<file path="src/rtl/bus_pkg.sv">
// Shared definitions for the shared CPU bus arbiter.
//   bus_state_t : arbiter state (IDLE = no grant, OWNED = one grant held)
//   BUS_WIDTH   : default data width of each source and of the bus
//   idx_width() : width of an index into n sources, max(1, clog2(n))
package bus_pkg;

  typedef enum logic {
    IDLE  = 1'b0,
    OWNED = 1'b1
  } bus_state_t;

  localparam int unsigned BUS_WIDTH = 32;

  function automatic int unsigned idx_width(input int unsigned n);
    return (n <= 1) ? 1 : $clog2(n);
  endfunction

endpackage

</file>
<file path="src/rtl/rr_pick.sv">
// Combinational round-robin priority picker.
// Scans req starting at ptr, then ptr+1, ... wrapping modulo N; the first set
// bit wins.
//   req   : per-source request vector
//   ptr   : index where the search starts (must be < N)
//   found : at least one request bit is set
//   idx   : index of the winning source (0 when nothing is found)
module rr_pick
  import bus_pkg::*;
#(
  parameter int unsigned N  = 24,
  parameter int unsigned IW = idx_width(N)
) (
  input  logic [N-1:0]  req,
  input  logic [IW-1:0] ptr,
  output logic          found,
  output logic [IW-1:0] idx
);

  logic [IW-1:0] cand;

  always_comb begin
    found = 1'b0;
    idx   = '0;
    cand  = ptr;
    for (int unsigned i = 0; i < N; i++) begin
      if (!found && req[cand]) begin
        found = 1'b1;
        idx   = cand;
      end
      cand = (cand == IW'(N - 1)) ? '0 : cand + 1'b1;
    end
  end

endmodule

</file>
<file path="src/rtl/shared_bus_arb.sv">
// Registered round-robin arbiter and multiplexer for the shared CPU bus.
// N sources request the bus; exactly one owner is granted at a time and its
// word is registered onto buso.
//   clk        : clock, all state on rising edge
//   clr        : synchronous active-high reset
//   req        : per-source request (level-sensitive)
//   busi       : flattened source data, source i at [i*WIDTH +: WIDTH]
//   gnt        : one-hot grant, all-zero when idle (registered)
//   owner      : index of the current owner (registered)
//   busy       : a grant is held
//   buso       : registered bus value (holds when not busy)
//   buso_valid : buso carries data from a granted source (busy delayed 1)
// Optional feature macro: BUS_HOLD_LIMIT_EN -- forces rotation after MAX_HOLD
// consecutive owned cycles when another source is waiting.
module shared_bus_arb
  import bus_pkg::*;
#(
  parameter int unsigned WIDTH    = BUS_WIDTH,
  parameter int unsigned N        = 24,
  parameter int unsigned MAX_HOLD = 8
) (
  input  logic                  clk,
  input  logic                  clr,
  input  logic [N-1:0]          req,
  input  logic [N*WIDTH-1:0]    busi,
  output logic [N-1:0]          gnt,
  output logic [idx_width(N)-1:0] owner,
  output logic                  busy,
  output logic [WIDTH-1:0]      buso,
  output logic                  buso_valid
);

  localparam int unsigned IW = idx_width(N);

  if (N < 1 || N > 64 || MAX_HOLD < 1) begin : g_bad_cfg
    $error("shared_bus_arb: N must be 1..64 and MAX_HOLD >= 1");
  end

  bus_state_t    state, state_n;
  logic [N-1:0]  gnt_n;
  logic [IW-1:0] owner_n, ptr, ptr_n;
  logic          busy_n;
  logic          pick_found;
  logic [IW-1:0] pick_idx;
  logic          take;
  logic          rotate;
  logic [WIDTH-1:0] sel;

  // One picker serves first grant, handoff and forced rotation: ptr always
  // sits at owner+1, so the current owner is searched last.
  rr_pick #(.N(N), .IW(IW)) u_pick (
    .req   (req),
    .ptr   (ptr),
    .found (pick_found),
    .idx   (pick_idx)
  );

`ifdef BUS_HOLD_LIMIT_EN
  localparam int unsigned HW = idx_width(MAX_HOLD);
  logic [HW-1:0] hold_cnt, hold_cnt_n;

  always_comb begin
    rotate = (hold_cnt == HW'(MAX_HOLD - 1)) && (|(req & ~gnt));
  end

  always_comb begin
    hold_cnt_n = hold_cnt;
    if (take) begin
      hold_cnt_n = '0;
    end else if (state == OWNED && hold_cnt != HW'(MAX_HOLD - 1)) begin
      hold_cnt_n = hold_cnt + 1'b1;
    end
  end

  always_ff @(posedge clk) begin
    if (clr) hold_cnt <= '0;
    else     hold_cnt <= hold_cnt_n;
  end
`else
  always_comb begin
    rotate = 1'b0;
  end
`endif

  always_comb begin
    state_n = state;
    gnt_n   = gnt;
    owner_n = owner;
    ptr_n   = ptr;
    busy_n  = busy;
    take    = 1'b0;
    case (state)
      IDLE: begin
        if (pick_found) take = 1'b1;
      end
      OWNED: begin
        if (!req[owner] || rotate) begin
          if (pick_found) begin
            take = 1'b1;
          end else begin
            state_n = IDLE;
            gnt_n   = '0;
            busy_n  = 1'b0;
          end
        end
      end
      default: state_n = IDLE;
    endcase
    if (take) begin
      state_n           = OWNED;
      gnt_n             = '0;
      gnt_n[pick_idx]   = 1'b1;
      owner_n           = pick_idx;
      ptr_n             = (pick_idx == IW'(N - 1)) ? '0 : pick_idx + 1'b1;
      busy_n            = 1'b1;
    end
  end

  always_comb begin
    sel = '0;
    for (int unsigned i = 0; i < N; i++) begin
      if (owner == IW'(i)) sel = busi[i*WIDTH +: WIDTH];
    end
  end

  always_ff @(posedge clk) begin
    if (clr) begin
      state      <= IDLE;
      gnt        <= '0;
      owner      <= '0;
      ptr        <= '0;
      busy       <= 1'b0;
      buso       <= '0;
      buso_valid <= 1'b0;
    end else begin
      state      <= state_n;
      gnt        <= gnt_n;
      owner      <= owner_n;
      ptr        <= ptr_n;
      busy       <= busy_n;
      if (busy) buso <= sel;
      buso_valid <= busy;
    end
  end

endmodule

</file>
<file path="config.mk">
export PLATFORM = sky130hd
export DESIGN_NAME = shared_bus_arb
export DESIGN_NICKNAME = d
export VERILOG_FILES = /design/src/rtl/bus_pkg.sv /design/src/rtl/rr_pick.sv /design/src/rtl/shared_bus_arb.sv
export SDC_FILE = /design/constraint.sdc
export NUM_CORES = 1
export LEC_CHECK = 0
export ABC_AREA = 1
export CAP_MARGIN = 10
export CORE_AREA = 3 3 328 330
export CTS_BUF_LIST = sky130_fd_sc_hd__clkbuf_2 sky130_fd_sc_hd__clkbuf_4 sky130_fd_sc_hd__clkbuf_8
export CTS_CLUSTER_DIAMETER = 40
export DETAILED_ROUTE_END_ITERATION = 7
export DIE_AREA = 0 0 331 333
export GPL_TIMING_DRIVEN = 0
export SLEW_MARGIN = 15
export SYNTH_ARGS = -nofsm -noshare
export SYNTH_HDL_FRONTEND = slang
export SYNTH_HIERARCHICAL = 1
export SYNTH_SLANG_ARGS = --single-unit
export TNS_END_PERCENT = 1
</file>
<file path="constraint.sdc">
create_clock -name clk -period 21.1 [get_ports clk]
set_input_delay 3.165 -clock clk [delete_from_list [all_inputs] [get_ports clk]]
set_output_delay 3.165 -clock clk [all_outputs]
set_load 0.02 [all_outputs]
</file>
* Yosys cells after proc, flatten, opt, wreduce, memory -nomap -nowiden
Index checks and enable logic that the tools add are counted.
** Storage, ports and cells
- Register bits :: 69
- Word-level logic and storage cells :: 320
- Input bits :: 794
** Cells by class
- Add/sub/neg operators :: 24
- Equal/unequal tests :: 49
- Bitwise gates (word level) :: 1
- Multiplexer cells :: 162
- Magnitude comparators :: 27
- Reduce and logical (&&, ||, !) cells :: 50
** Operators with widths (count)
- $mux W32 :: 24
- $mux W5 :: 48
- $eq A5 B5 Y1 const B :: 32
- $lt A5 B6 Y1 const B :: 26
- $bmux W1 S5 :: 25
- $add A5 B1 Y5 const B :: 24
- $mux W24 :: 4
- $mux W1 :: 59
- $eq A5 B4 Y1 const B :: 8
- $logic_and A1 B1 Y1 :: 24
- $logic_not A1 Y1 :: 23
- $eq A5 B3 Y1 const B :: 4
- $eq A5 B2 Y1 const B :: 2
- $demux W1 S5 :: 1
- $eq A5 B1 Y1 const B :: 1
- $ge A5 B1 Y1 const B :: 1
- $logic_not A5 Y1 :: 1
- $reduce_and A3 Y1 :: 1
- $ne A2 B1 Y1 const B :: 1
- $ne A2 B2 Y1 const B :: 1
- $pmux W1 S2 :: 1
- $reduce_bool A2 Y1 :: 1
- $not A1 Y1 :: 1

* Longest topological paths before layout
- Word-level depth :: 77
- Depth in mapped cells :: 80

* Cells and area by module
Netlist, hierarchy kept.
** By module, submodules not included
- shared_bus_arb :: area an instance 9198.8 µm², cells an instance 1857, times used 1
- rr_pick :: area an instance 8455.6 µm², cells an instance 1689, times used 1

* Worst setup path after synthesis
No wires, ideal clock.
- Path kind :: register to register
- Start point :: register ptr[0]
- End point :: register ptr[3]
- Stages on the path, launching flop included :: 71
- Arrival :: 8183 ps
- Setup time :: 123 ps
- Slack :: 12794 ps
- Cells stage by stage :: dfxtp_1 > buf_2 > inv_1 > clkbuf_1 > ha_1 > clkinv_1 > ha_1 > buf_2 > nand2_1 > nand2_1 > nand2_1 > nor2_1 > inv_1 > nand3_1 > nand2_1 > nand2_2 > nand3_1 > nand2_1 > (+35 left out) > nand3_2 > nand2_4 > nand2_2 > buf_6 > nand2_1 > nand2_1 > nand3_1 > nand3_1 > nand2_1 > nand2_1 > nand4_1 > nand2_1 > ha_1 > nand2_1 > nor2_1 > a21oi_1 > o21ai_0 > o21ai_0
** Between the ends
- Elaborated cells on any way between the ends :: 217
- Those cells by class :: add/sub: 24; eq/ne: 24; mux: 123; reduce/logical: 46
** RTL lines
- start, declared :: RTL line shared_bus_arb.sv:41 : logic [IW-1:0] owner_n, ptr, ptr_n;
- start signal, assigned :: RTL line shared_bus_arb.sv:139 : ptr <= ptr_n;
- branches (longest 71 deep; another with $add A5 B1 Y5)
- $mux W5 * :: RTL line rr_pick.sv:27 : if (!found && req[cand]) begin
- named net pick_idx[0] :: RTL line shared_bus_arb.sv:44 : logic [IW-1:0] pick_idx;
- $add A5 B1 Y5 / $eq A5 B5 Y1 (equally long branches) :: RTL line shared_bus_arb.sv:114 : ptr_n = (pick_idx == IW'(N - 1)) ? '0 : pick_idx + 1'b1;
- $mux W5 * :: RTL line shared_bus_arb.sv:114
Mark *: on every way through the listed nets, which the timed path passes. The select of a mux whose other input is x is not followed.
A chain may end at the register's enable or synchronous reset.

* Worst setup path after layout
- Start point :: register ptr[0]
- End point :: register owner[3]
** Between the ends
- Longest elaborated chain between the ends :: 75
- Elaborated cells on any way between the ends :: 214
- Those cells by class :: add/sub: 23; eq/ne: 23; mux: 122; reduce/logical: 46
** Ends and longest elaborated chain
- branches (longest 71 deep; another with $add A5 B1 Y5)
- $mux W1 * :: RTL line rr_pick.sv:27
- named net pick_found :: RTL line shared_bus_arb.sv:43 : logic pick_found;
- $mux W1 * :: RTL line shared_bus_arb.sv:94, shared_bus_arb.sv:98
- $mux W1 :: RTL line shared_bus_arb.sv:97 : if (!req[owner] || rotate) begin
- $pmux W1 S2 * :: RTL line shared_bus_arb.sv:92 : case (state)
- end signal, assigned :: RTL line shared_bus_arb.sv:138 : owner <= owner_n;
- end, declared :: RTL line shared_bus_arb.sv:27 : output logic [idx_width(N)-1:0] owner,
Marked as above.

==> flow_metrics.py <==
metrics = {
    "timing": {
        "max-slew-margin-rel_pct": 13.54,
        "hold_viol_final": 0,
        "tightestPinTransition_ns": 1.297,
        "fin_crit_ns": 13.40,
        "finalSetupViolCount": 0,
        "period_share_pct": 63.49,
        "worst_slack_ns": 7.703,
        "rsz0062_at_grt": "false",
        "skew_ns": 0.04064,
        "fmax_mhz": 74.64,
        "report.final.slew_viol_count": 0,
        "setup_tns_ns": 0,
    },
    "critical_path": {
        "crit_fanout": 10,
        "reg2reg_slack_ns": 7.70,
        "r2r_cells": 67,
        "cp_common_cell": "nand2_1",
        "startpoint_type": "flop",
        "worstPathArrival_ns": 13.65,
        "slowest_delay_ns": 0.87,
        "critical_path_buf_inv_count": 15,
        "rr_endpoint": "owner[3]$_SDFFE_PP0P_",
        "rr_startpoint": "ptr[0]$_SDFFE_PP0P_",
        "crit_slowest_cell": "o21ai_0",
        "crit_type": "flop to flop",
        "worstPathRequired_ns": 21.35,
        "endpoint_kind": "flop",
        "crit_family": "simple AND/OR/NAND/NOR gates",
    },
    "cts": {
        "htreeDepth": 3,
        "cts_root_buffer": "clkbuf_8",
        "cts_sinks": 69,
        "cts_buffer_depth": 2,
        "cts_resized": 0,
        "cts_inserted_buffers": 9,
        "cts_setup_buffers": 0,
        "cts_tree": "yes",
        "worstSkewPairLatency_ns": 0.42,
        "path_clk_slew_ns": 0.11,
        "hold_buffers": 0,
    },
    "placement": {
        "pre_cts_ws_ns": 8.585,
        "port-buffer-count": 855,
        "globalplace.congestion": 1.048,
        "dp.cells": 5792,
        "dp_hpwl_um": 143200,
    },
    "logic_synthesis": {
        "yosys_warnings": 6,
        "synth_area_leaders": "nand2_1, nor2_1, nand3_1, dfxtp_1, a21oi_1",
        "async_reset_ff_share_pct": 0,
        "yosysTopAreaCellShare_pct": 20.28,
        "synth_edf_count": 0,
        "synth_area_mm2": 0.01765,
        "yosysMostFrequentCell": "nand2_1",
        "synth_common_cells": "nand2_1, nor2_1, inv_1",
        "ys_types": 54,
        "syn_avg_cell_area_um2": 4.979,
        "synthFlopType": "dfxtp_1",
        "netlist_instances": 3546,
        "synth-seq-area-share_pct": 7.824,
        "ys_ff_latch": 69,
        "synth_area_leader_cell": "nand2_1",
        "syn_nets": 4350,
    },
    "finish": {
        "final_core_utilization_pct": 26.82,
        "drive_gt1_share_pct": 6.383,
        "syn2layout_area_growth_pct": 59.70,
        "fin_nets": 5217,
        "fillCellCount": 12300,
        "fin_cells": 5828,
    },
    "job": {
        "maxCapViolCount": 0,
    },
    "outcome": {
        "status": "finished, final reports clean",
    },
    "die": {
        "die_w_um": 331,
        "fp-row-count": 119,
        "fp.dieH_um": 333,
        "io_pins": 857,
        "coreArea_mm2": 0.1051,
        "die-area_mm2": 0.1102,
        "start_util_pct": 16.79,
    },
    "detailed_routing": {
        "drc": 0,
        "drt-initial-drc-count": 3884,
        "vias_per_cell": 5.111,
        "drtPass1Iterations": 6,
        "via_count": 29790,
        "drtAntennaViolNets": 0,
        "wirelength_um": 169500,
        "routedWlPerCell_um": 29.09,
    },
    "worst_hold_path": {
        "min-delay-start": "buso[29]$_SDFFE_PP0P_",
        "worstHoldPathCells": 2,
        "hold_class": "flop to flop",
        "min_to": "buso[29]$_SDFFE_PP0P_",
    },
    "grt": {
        "track_usage_pct": 28.82,
        "grt_pass1_vias": 27290,
        "antenna_found_initial": 34,
        "grt_first_pass_wirelength_um": 222300,
        "grt_overflow": 0,
        "grt_max_degree": 15,
    },
}
## flip-flops by register name, indices dropped and copies added, names as in the netlist
name and flops:
state 1, ptr 5, busy 1, gnt 24, buso 32, owner 5, buso_valid 1
## cells by family after synthesis
kind of cell,Yosys count,synth area share [%]
adder cells (fa/ha/maj),10,0.7087
flip-flops,69,7.824
buffers and inverters,632,14.20
multiplexers,1,0.06378
AO/OA/AOI/OAI,723,23.63
AND/OR/NAND/NOR,2111,53.58
## worst max-delay path by stage
stage	from	endpoint	cells past startpoint
detailed placement	ptr[0]$_SDFFE_PP0P_	owner[3]$_SDFFE_PP0P_	67
global route	ptr[0]$_SDFFE_PP0P_	owner[3]$_SDFFE_PP0P_	68
global placement	ptr[0]$_SDFFE_PP0P_	owner[3]$_SDFFE_PP0P_	66
finish	ptr[0]$_SDFFE_PP0P_	owner[3]$_SDFFE_PP0P_	67
CTS	ptr[0]$_SDFFE_PP0P_	owner[3]$_SDFFE_PP0P_	67
floorplan	ptr[0]$_SDFFE_PP0P_	ptr[3]$_SDFFE_PP0P_	70
## worst register-to-register path, delay by kind of cell (launching register included)
kind / cells / cell delay (ns)
and+or+nand+nor: 45 / 6.98
adders and majority gates: 2 / 1.11
buffers and inverters: 15 / 2.66
DFF: 1 / 0.40
AOI/OAI and AO/OA: 5 / 2.14
## routing by layer
layer	track usage (%)	routed length [um]	share of wire [%]	up-vias
met5	0	86	0.051	-
met4	11.82	7532	4.4	14
met3	8.630	19790	12	330
met2	45.55	74850	44	1991
met1	36.33	67250	40	13850
li1	-	-	-	13600
## per-stage QoR
stage / area, um2 / hold slack (ns)
2_1_floorplan: 17650 / 0.4583
3_3_place_gp: 27950 / 0.4547
3_5_place_dp: 27950 / 0.4552
4_1_cts: 28130 / 0.4674
5_1_grt: 28170 / 0.4806
6_report: 28190 / 0.4672
## cells in the final DEF, fill, tap and decap left out, drive strengths merged, types with 14 or more instances in the layout
master | netlist | layout
or2 | 34 | 34
o211ai | 56 | 56
a21oi | 280 | 280
buf | 69 | 70
nor3 | 26 | 26
nor2 | 492 | 492
inv | 390 | 393
nand3 | 329 | 329
diode | 0 | 19
dfxtp | 69 | 69
o22ai | 19 | 19
a31oi | 14 | 14
nand4 | 215 | 215
clkbuf | 164 | 173
o2111ai | 16 | 16
o221ai | 24 | 24
clkdlybuf4s50 | 0 | 855
nand2 | 1010 | 1010
o21ai | 260 | 260
## area by class of cell
type,instances,area (um2),share of cell area (%)
diodes,19,47.55,0.1686
inverters,399,1498,5.312
plain buffers,233,1010,3.581
clock inverters,7,56.30,0.1997
repair buffers,856,8569,30.40
flip-flops and latches,69,1381,4.899
clock buffers,9,123.9,0.4394
multi-input cells,2845,13770,48.83
well taps,1391,1740,6.173
Power is left out: the tool's default activity adds up to more than one toggle a clock period on the data nets, which glitch-free logic cannot reach.
